**src/rtl/shift_rows_stream.sv**
```systemverilog
// Streaming Rijndael ShiftRows/InvShiftRows for NB = 4, 6 or 8 columns, followed by a DEPTH-entry output FIFO.
// Optional feature: define SHIFT_ROWS_STREAM_BYPASS_EN to add in_bypass, which stores entries untransformed.
module shift_rows_stream #(
  parameter int NB    = 4,
  parameter int DEPTH = 2
) (
  input  logic                     clk,
  input  logic                     rst_n,
  input  logic                     flush,
  input  logic                     in_valid,
  output logic                     in_ready,
  input  logic [32*NB-1:0]         in_data,
  input  logic                     in_inv,
`ifdef SHIFT_ROWS_STREAM_BYPASS_EN
  input  logic                     in_bypass,
`endif
  output logic                     out_valid,
  input  logic                     out_ready,
  output logic [32*NB-1:0]         out_data,
  output logic [$clog2(DEPTH):0]   level
);

  localparam int W  = 32 * NB;
  localparam int AW = $clog2(DEPTH);
  localparam int LW = AW + 1;

  // Byte k sits at the MSB end; column-major with byte index 4*col + row.
  function automatic logic [W-1:0] shift_rows(input logic [W-1:0] d, input logic inv);
    logic [W-1:0] r;
    int           off;
    int           src_col;
    r = '0;
    for (int row = 0; row < 4; row++) begin
      off = (NB == 8 && row >= 2) ? row + 1 : row;
      for (int col = 0; col < NB; col++) begin
        src_col = inv ? (col - off + NB) % NB : (col + off) % NB;
        r[W-1-8*(4*col+row) -: 8] = d[W-1-8*(4*src_col+row) -: 8];
      end
    end
    return r;
  endfunction

  logic [AW-1:0] wr_ptr_q, wr_ptr_d;
  logic [AW-1:0] rd_ptr_q, rd_ptr_d;
  logic [LW-1:0] level_q,  level_d;
  logic [W-1:0]  mem_q [DEPTH];
  logic [W-1:0]  entry;
  logic          push;
  logic          pop;

`ifdef SHIFT_ROWS_STREAM_BYPASS_EN
  assign entry = in_bypass ? in_data : shift_rows(in_data, in_inv);
`else
  assign entry = shift_rows(in_data, in_inv);
`endif

  // Handshakes depend only on registered level and flush, never on out_ready feeding in_ready.
  assign in_ready  = (level_q != LW'(DEPTH)) && !flush;
  assign out_valid = (level_q != '0);
  assign push      = in_valid && in_ready;
  assign pop       = out_valid && out_ready && !flush;
  assign level     = level_q;
  assign out_data  = out_valid ? mem_q[rd_ptr_q] : '0;

  always_comb begin
    // NOTE: every output of this block gets a default first, so no path can infer a latch.
    wr_ptr_d = wr_ptr_q;
    rd_ptr_d = rd_ptr_q;
    level_d  = level_q;
    if (flush) begin
      wr_ptr_d = '0;
      rd_ptr_d = '0;
      level_d  = '0;
    end else begin
      if (push) wr_ptr_d = wr_ptr_q + AW'(1);
      if (pop)  rd_ptr_d = rd_ptr_q + AW'(1);
      level_d = level_q + LW'(push) - LW'(pop);
    end
  end

  // NOTE: sequential state uses non-blocking assignments so every flop samples pre-edge values.
  always_ff @(posedge clk or negedge rst_n) begin
    if (!rst_n) begin
      wr_ptr_q <= '0;
      rd_ptr_q <= '0;
      level_q  <= '0;
    end else begin
      wr_ptr_q <= wr_ptr_d;
      rd_ptr_q <= rd_ptr_d;
      level_q  <= level_d;
    end
  end

  // NOTE: buffer storage is deliberately not reset; out_data is gated by out_valid instead.
  always_ff @(posedge clk) begin
    if (push) mem_q[wr_ptr_q] <= entry;
  end

endmodule
```
**config.mk**
```make
export PLATFORM = sky130hd
export DESIGN_NAME = shift_rows_stream
export DESIGN_NICKNAME = d
export VERILOG_FILES = /design/src/rtl/shift_rows_stream.sv
export SDC_FILE = /design/constraint.sdc
export NUM_CORES = 1
export LEC_CHECK = 0
export BUFFER_PORTS_ARGS = -buffer_cell sky130_fd_sc_hd__buf_4
export CELL_PAD_IN_SITES_DETAIL_PLACEMENT = 0
export CELL_PAD_IN_SITES_GLOBAL_PLACEMENT = 1
export CORE_UTILIZATION = 45
export DETAILED_ROUTE_END_ITERATION = 6
export PLACE_DENSITY = 0.88
export SKIP_LAST_GASP = 1
export SLEW_MARGIN = 5
export SYNTH_ARGS = -nofsm -noshare
export SYNTH_HDL_FRONTEND = slang
export SYNTH_SLANG_ARGS = --single-unit
```
**constraint.sdc**
```tcl
create_clock -name clk -period 14.7 [get_ports clk]
set_input_delay 1.47 -clock clk [delete_from_list [all_inputs] [get_ports clk]]
set_output_delay 1.47 -clock clk [all_outputs]
set_load 0.01 [all_outputs]
```
==> flow_summary.yaml, run 1 <==
setup_path:
  cp-end-kind: "output port"
  r2r_cells: 4
  cp.arrival_ns: 2.78
  timing.rr.start: "level[0]"
  critical_path_class: "reg -> out"
  crit_path_start_kind: "flip-flop"
  reg2reg_slack_ns: 12.46
  required_ns: 13.23
  cp_max_fo: 78
  r2r-end: "mem_q[1][115]"
synth:
  synth_edf_count: 256
  yosysTopAreaCell: "edfxtp_1"
  synth.most_common_cell: "edfxtp_1"
  syn_avg_cell_area_sq_um: 17.0
  netlist_top_cells_count: "edfxtp_1, nor2_1, mux2i_1"
  synthFlopType: "edfxtp_1"
  ys_top_cells_by_area: "edfxtp_1, mux2i_1, mux2_2, nor2_1, buf_12"
  synth.net_count: 774
  synthArstFlopShare: 0.0154
  seq_area_frac_synth: 0.720
  ys_seq_elements: 260
  yosys_warnings: 0
  synth_cell_type_count: 21
  synthCells: 638
  synth_top_area_share: 0.711
  syn_area_sq_um: 10800
layout:
  nNetsFinal: 1040
  fillers: 1864
  drive_gt1_frac: 0.408
  syn2layout_area_growth_pct: 27.0
  finalInstanceArea_sq_um: 13700
  n_antenna_cell: 0
cts:
  ctsResizeCount: 0
  cts_htree_levels: 1
  cts_made_buffers: 27
  cts_buffer_depth: 3
  clk_pin_slew_worst_paths_ns: 0.06
  clkLatencyLatePin_ns: 0.52
  ctsHoldBuffers: 0
  tritoncts: "built"
  cts.repair_timing.setup_buffer_count: 0
  cts_sinks: 260
  cts_root_buf: "clkbuf_16"
routing:
  drt-initial-drc-count: 299
  route.detailed.drc: 0
  wire_per_inst_um: 17.2
  via_per_inst: 4.95
  routed_wl_um: 21400
  dr.pass1.iters: 4
  dr_total_vias: 6159
  detail-route-antenna-nets: 0
sta:
  rsz0062_at_grt: "false"
  fin_crit_sh: 0.289
  finalHoldViolCount: 0
  finalSetupViolations: 0
  clock.fmax_mhz: 235
  clock_skew_ns: 0.0111
  slew_viol_final: 0
  fin_tns_setup_ns: 0
  worst_pin_slew_ns: 0.979
  min_period_ns: 4.25
  relSlewSlack: 0.348
grt:
  globalRouteOverflowTotal: 0
  grt_pass1_wl_um: 32300
  grt_usage: 0.169
  grt_pass1_vias: 6318
  antenna_found_initial: 0
  grt_start_max_net_pins: 79
placement:
  portBuffers: 265
  placed_area_sq_um: 12900
  globalplace.congestion: 0.727
  hpwlAfterDp_um: 13500
pwr:
  power.total_uw: 1910
  powerDensity_nw_per_um2: 139
  ir_worst_vdd_v: 0.000142
  leakagePower_uw: 0.00506
job:
  maxCapViolations: 0
hold_path:
  min_from: "wr_ptr_q"
  min_to: "wr_ptr_q"
  hp-class: "reg -> reg"
  hold_path_depth: 1
floorplan:
  fp-row-count: 56
  core_sq_um: 23500
  start_util: 0.459
  dieArea_sq_um: 24700
  ioPinCount: 266
  die_w_um: 157
  die_y_um: 157
status:
  outcome: "finished clean"
[worst max-delay path, stage by stage, from the launching register on]
cell	delay (ns)
dfrtp_1	0.46
nor2_4	0.12
buf_4	0.49
buf_4	0.75
nor2_1	0.17
buf_4	0.19
[sequential cells by signal, indices dropped and copies added, names as in the netlist]
register,cells
mem_q,256
wr_ptr_q,1
level,2
rd_ptr_q,1
[where the power goes]
part / internal [uW] / switching, uW / leakage (uW)
logic: 179 / 203 / 0.00224
clock network: 389 / 262 / 0.000413
registers: 863 / 15.2 / 0.00240
[cell type report]
type | count | area [sq um] | area share
Multi-Input combinational cell | 339 | 2630 | 0.191
Timing Repair Buffer | 273 | 2050 | 0.149
Clock inverter | 10 | 101 | 0.00738
Clock buffer | 40 | 754 | 0.0549
Sequential cell | 260 | 7790 | 0.567
Tap cell | 319 | 399 | 0.0291
Inverter | 3 | 11.3 | 0.000820
[logic make-up after synthesis]
family	Yosys count	synth area share
XOR/XNOR	2	0.00162
multiplexers	192	0.185
AND/OR/NAND/NOR	140	0.0500
buffers and inverters	39	0.0392
adder cells (fa/ha/maj)	2	0.00231
flip-flops	260	0.720
AO/OA/AOI/OAI	3	0.00185
[metrics by stage]
step           setup WS, ns  utilization  hold WS [ns]  cells
6_report              10.45        0.583         0.576   1244
2_1_floorplan          7.07            -         0.452    638
3_3_place_gp          10.99        0.547         0.530   1194
3_5_place_dp          11.00        0.547         0.573   1194
5_1_grt               10.29        0.583         0.587   1244
4_1_cts               10.39        0.583         0.584   1244
[cells in the final DEF, fill, tap and decap left out, types with 2 or more instances in the layout]
master,netlist,layout
buf_4,4,273
bufinv_16,0,2
clkbuf_1,1,10
clkbuf_16,0,27
clkbuf_8,0,3
clkinv_1,0,4
clkinv_2,0,2
dfrtp_1,4,3
edfxtp_1,256,256
ha_1,2,2
inv_1,3,3
mux2_2,64,64
mux2i_1,128,128
nor2_1,134,131
nor2_4,0,3
nor2b_1,2,2
xor2_1,2,2
[worst max-delay path by stage]
| stage | start | to | cells past startpoint |
|---|---|---|---|
| after floorplan | flush | mem_q[0][0] | 2 |
| after global placement | level[1] | out_data[3] | 5 |
| after detailed placement | level[1] | out_data[108] | 5 |
| after CTS | level[1] | out_data[30] | 5 |
| after global routing | level[1] | out_data[30] | 5 |
| final | level[1] | out_data[30] | 5 |
[layer usage]
layer	up-vias	track usage	share of wire
li1	2903	-	-
met1	3005	0.196	0.39
met2	205	0.294	0.49
met3	46	0.0515	0.085
met4	0	0.0633	0.034
met5	-	0	0
(Power assumes the default switching activity.)
==> inputs of run 2 (changes only) <==
CORE_UTILIZATION = 44   (was 45)
PLACE_DENSITY = 0.87   (was 0.88)
clock period = 4.1 ns   (was 14.7 ns; I/O delays follow)
==> run 2 against run 1 <==
  * Critical path depth shrank 1
  * Cell count is 0.40% higher
  * Sequential power rose to 3.6 times the previous value
  * Core utilization fell by 1.6 points
  * Final area rose by 0.16%
  * Global-route usage is 0.47 points lower
  * Count of clock-buffer cells in the layout shrank 6
  * Critical path type unchanged
  * Sequential share of layout area is 0.088 points lower
  * Combinational power rose to 3.5 times the previous value
  * Non-clock buffer count increased by 1
==> flow_summary.yaml, run 2 (synthesis gave the netlist of run 1 again) <==
status:
  outcome: "finished clean"
setup_path:
  cp-end-kind: "output port"
  cp.arrival_ns: 2.48
  required_ns: 3.69
  critical_path_class: "reg -> out"
  crit_path_start_kind: "flip-flop"
  cp_max_fo: 66
floorplan:
  start_util: 0.446
  dieArea_sq_um: 25200
  die_w_um: 159
  core_sq_um: 24200
  die_y_um: 159
  fp-row-count: 57
  ioPinCount: 266
pwr:
  combPwrFrac: 0.198
  power.total_uw: 6840
  p_sw_frac: 0.250
  ir_worst_vdd_v: 0.000333
  power.switching_uw: 1710
  p_int_uw: 5130
  seqPwrFrac: 0.462
  leakagePower_uw: 0.00506
  powerDensity_nw_per_um2: 498
  pwr-share-clk: 0.340
sta:
  relSlewSlack: 0.314
  min_period_ns: 2.89
  whs_ns: 0.0781
  finalHoldViolCount: 0
  clock.fmax_mhz: 346
  worst_pin_slew_ns: 1.03
  slew_viol_final: 0
  fin_crit_sh: 0.706
  rsz0062_at_grt: "false"
  clock_skew_ns: 0.00834
  finalSetupViolations: 0
routing:
  dr.pass1.iters: 4
  via_per_inst: 4.88
  drt-initial-drc-count: 314
  dr_total_vias: 6089
  routed_wl_um: 21100
  route.detailed.drc: 0
  detail-route-antenna-nets: 0
  wire_per_inst_um: 16.9
layout:
  nNetsFinal: 1041
  fin_util: 0.567
  final_cell_mix: "buf_4, edfxtp_1, nor2_1"
  largest_reg_flops: 256
  n_antenna_cell: 0
  regMostFlops: "mem_q"
  layout_commonest_cell: "buf_4"
  syn2layout_area_growth_pct: 27.2
  drive_gt1_frac: 0.406
  fillers: 1937
  finalInstanceArea_sq_um: 13800
placement:
  hpwlAfterDp_um: 13300
  portBuffers: 265
  globalplace.congestion: 0.736
  placed_area_sq_um: 12900
grt:
  grt_pass1_wl_um: 32800
  top_usage_layer: "met2"
  antenna_found_initial: 2
  met2_usage: 0.282
  grt_pass1_vias: 6182
  grt_start_max_net_pins: 83
  met3_usage: 0.0462
  grt.met1_usage: 0.202
  globalRouteOverflowTotal: 0
  grt_usage: 0.164
cts:
  cts_buffer_depth: 3
  cts_made_buffers: 27
  cts_htree_levels: 1
  ctsResizeCount: 0
  cts_root_buf: "clkbuf_16"
  tritoncts: "built"
  cts.repair_timing.setup_buffer_count: 0
  clkLatencyLatePin_ns: 0.51
  clk_pin_slew_worst_paths_ns: 0.06
  cts_sinks: 260
job:
  maxCapViolations: 0
hold_path:
  hp-class: "in -> reg"
==> run 2: final timing paths <==
path                       depth (start not counted)  slack [ns]         from            to
hold / removal                                     1        0.08  in_data[14]  mem_q[0][78]
setup reg to reg                                   4        1.80     level[0]  mem_q[1][49]
max in group asynchronous                          2        3.74        rst_n      rd_ptr_q
setup / recovery                                   4        1.21     rd_ptr_q  out_data[98]
hold reg to reg                                    1        0.55     wr_ptr_q      wr_ptr_q
min in group asynchronous                          2        0.25        rst_n      level[1]
==> run 2: power by group through the flow <==
stage               Clock (uW)  Combinational (uW)  Sequential (uW)
finish                    2330                1350             3160
global route              2490                1470             3180
CTS                       2390                1380             3170
detailed placement           0                1370             3220
global placement             0                1360             3220
floorplan                    0                 860             3190
==> run 2: metrics by stage <==
step | setup WS, ns | instances | setup TNS [ns]
floorplan | -0.428 | 638 | -109.50
global placement | 1.75 | 1199 | 0
detailed placement | 1.75 | 1199 | 0
CTS | 1.18 | 1249 | 0
global route | 1.08 | 1249 | 0
finish | 1.21 | 1249 | 0
==> run 2: layout make-up <==
| class | count | area (sq um) | area share |
|---|---|---|---|
| well taps | 324 | 405 | 0.0295 |
| clock buffers | 34 | 702 | 0.0510 |
| flip-flops and latches | 260 | 7790 | 0.566 |
| multi-input cells | 339 | 2630 | 0.191 |
| repair buffers | 274 | 2070 | 0.151 |
| inverters | 3 | 11.3 | 0.000819 |
| clock inverters | 15 | 146 | 0.0106 |
==> run 2: critical path, stage by stage (launching register included) <==
cell and delay, ns:
dfrtp_4 0.87, buf_12 0.43, mux2i_1 0.26, nor2_1 0.06, buf_4 0.19
==> run 2: repair_timing <==
action | 4_1_cts | 5_1_grt
hold endpoints to repair | 4 | 0
setup endpoints to repair | 0 | 0
hold buffers | 1 | 0
==> run 2: layer usage <==
layer	part of all wire	vias to the layer above
met1	0.41	2945
met3	0.067	35
met2	0.50	193
met5	0.0013	-
met4	0.021	4
li1	-	2912
==> inputs of run 3 (changes only) <==
ABC_AREA = 1   (was not set)
CORE_UTILIZATION = 38   (was 44)
PLACE_DENSITY = 0.84   (was 0.87)
clock period = 2.35 ns   (was 4.1 ns; I/O delays follow)
==> run 3 against run 2 <==
  * The flow now finishes with violations (design-rule violations)
  * Combinational power rose by 89%
  * First-iteration DRC count grew 81%
  * Area after synthesis shrank 2.5%
  * Largest power group unchanged
  * Critical endpoint is now out_data[102]
==> flow_summary.yaml, run 3 <==
synth:
  synthArstFlopShare: 0.0154
  synth.most_common_cell: "nand2_1"
  synth_cell_type_count: 14
  seq_area_frac_synth: 0.738
  yosysTopAreaCell: "edfxtp_1"
  synthFlopType: "edfxtp_1"
  ys_seq_elements: 260
  yosys_warnings: 0
  synth_edf_count: 256
  netlist_top_cells_count: "nand2_1, edfxtp_1, a21oi_1"
  syn_area_sq_um: 10500
  synth_top_area_share: 0.729
  syn_avg_cell_area_sq_um: 11.8
  ys_top_cells_by_area: "edfxtp_1, nand2_1, a21oi_1, buf_2, o21ai_0"
  synthCells: 893
  synth.net_count: 1029
grt:
  antenna_found_initial: 0
  top_usage_layer: "met2"
  grt_usage: 0.184
  grt_pass1_wl_um: 40900
  met3_usage: 0.0454
  met2_usage: 0.316
  grt.met1_usage: 0.232
  grt_pass1_vias: 7622
  grt_start_max_net_pins: 75
  globalRouteOverflowTotal: 0
cts:
  cts_made_buffers: 28
  cts_sinks: 260
  cts_htree_levels: 1
  cts_root_buf: "clkbuf_16"
  cts_buffer_depth: 3
  tritoncts: "built"
  clkLatencyLatePin_ns: 0.53
  clk_pin_slew_worst_paths_ns: 0.06
setup_path:
  worst-path-buf-inv: 2
  critical_path.cell_chain: "buf_16 -> nand2_1 -> a21oi_1 -> buf_4"
  max_stage_delay_ns: 0.58
  required_ns: 2.12
  crit_cells: 4
  critical_path.top_delay_family: "flip-flops"
  worstSetupEndpoint: "out_data[102]"
  critical_path_class: "reg -> out"
  cp.arrival_ns: 2.02
  reg2reg_slack_ns: 0.47
  critPathLaunch: "rd_ptr_q"
  cp_max_fo: 72
  r2r-end: "level[1]"
  timing.rr.start: "level[1]"
  cp-end-kind: "output port"
  r2r_cells: 10
  crit_path_start_kind: "flip-flop"
  slowest_stage: "dfrtp_4"
pwr:
  powerDensity_nw_per_um2: 830
  p_int_uw: 8850
  seqPwrFrac: 0.453
  ir_worst_vdd_v: 0.000493
  power.switching_uw: 3250
  combPwrFrac: 0.211
  power.total_uw: 12100
  leakagePower_uw: 0.00584
  p_sw_frac: 0.269
  pwr-share-clk: 0.336
floorplan:
  start_util: 0.389
  core_sq_um: 27100
  die_w_um: 169
  dieArea_sq_um: 28400
  fp-row-count: 60
  ioPinCount: 266
  die_y_um: 169
status:
  outcome: "finished, violations left"
  violations: "design-rule violations"
routing:
  via_per_inst: 4.83
  wire_per_inst_um: 16.9
  route.detailed.drc: 5
  drt-initial-drc-count: 567
  detail-route-antenna-nets: 0
  routed_wl_um: 27200
  dr_total_vias: 7792
  dr.pass1.iters: 7
sta:
  clock_skew_ns: 0.00616
  fin_crit_sh: 0.962
  slew_viol_final: 0
  clock.fmax_mhz: 443
  finalSetupViolations: 0
  min_period_ns: 2.26
  worst_pin_slew_ns: 0.474
  finalHoldViolCount: 0
  relSlewSlack: 0.681
  rsz0062_at_grt: "true"
placement:
  portBuffers: 265
  globalplace.congestion: 0.754
  hpwlAfterDp_um: 15800
layout:
  largest_reg_flops: 256
  final_cell_mix: "nand2_1, buf_4, edfxtp_1"
  layout_commonest_cell: "nand2_1"
  syn2layout_area_growth_pct: 38.3
  nNetsFinal: 1355
  n_antenna_cell: 0
  drive_gt1_frac: 0.262
  regMostFlops: "mem_q"
  fin_util: 0.538
hold_path:
  hp-class: "in -> reg"
  hold_path_depth: 3
job:
  maxCapViolations: 0
-- run 3: power groups by stage --
stage / Sequential, uW / Clock [uW] / Combinational, uW
finish: 5490 / 4060 / 2550
global route: 5510 / 4320 / 2780
CTS: 5490 / 4140 / 2530
detailed placement: 5590 / 0 / 2370
global placement: 5580 / 0 / 2350
floorplan: 5560 / 0 / 1210
-- run 3: worst min-delay path by stage --
stage                            from            end  slack, ns
after global routing      in_data[19]  mem_q[0][115]       0.01
after global placement          rst_n       level[0]       0.04
after CTS                 in_data[19]  mem_q[1][115]      0.005
after detailed placement        rst_n       level[1]       0.04
after floorplan                 rst_n       level[0]      -0.06
final                     in_data[70]  mem_q[0][102]       0.03
-- run 3: layer usage --
layer,part of all wire,up-vias
met1,0.42,3733
met4,0.019,0
met2,0.49,290
li1,-,3735
met5,0,-
met3,0.076,34
-- run 3: timing repair --
action,CTS,global route
setup endpoints to repair,106,82
buffers inserted,1,3
endpoints found under the hold margin,134,0
pin swaps,0,1
hold buffers,67,0
resized for setup,4,3
cloned,1,2
-- run 3: stage by stage --
stage,cells,hold WS [ns],setup WS (ns),TNS (ns),area (sq um)
2_1_floorplan,893,-0.0606,-0.661,-168.33,10600
3_3_place_gp,1487,0.0409,0.373,0,12900
3_5_place_dp,1487,0.0428,0.357,0,12900
4_1_cts,1607,0.00497,-0.0129,-0.0129,14500
5_1_grt,1612,0.0147,-0.00574,-0.00574,14600
6_report,1612,0.0331,0.0901,0,14600
-- run 3: kinds of logic (layout without fill, tap and decap cells) --
group                      count (synthesis)  after routing  synth area share
and+or+nand+nor                          339            339             0.121
DFF                                      260            260             0.738
AOI/OAI and AO/OA                        194            194            0.0921
adders and majority gates                  2              2           0.00237
buffers and inverters                     98            445            0.0456
-- run 3: cell type report --
cell class	count	area, sq um
Clock buffer	41	771
Fill cell	2311	12500
Tap cell	372	465
Timing Repair inverter	1	8.76
Timing Repair Buffer	351	3000
Sequential cell	260	7790
Inverter	42	174
Multi-Input combinational cell	535	2300
Clock inverter	10	71.3
-- run 3: tightest hold or removal path, cell delays in order --
cell     delay (ns)
buf_4          0.08
nand2_1        0.04
o21ai_0        0.09
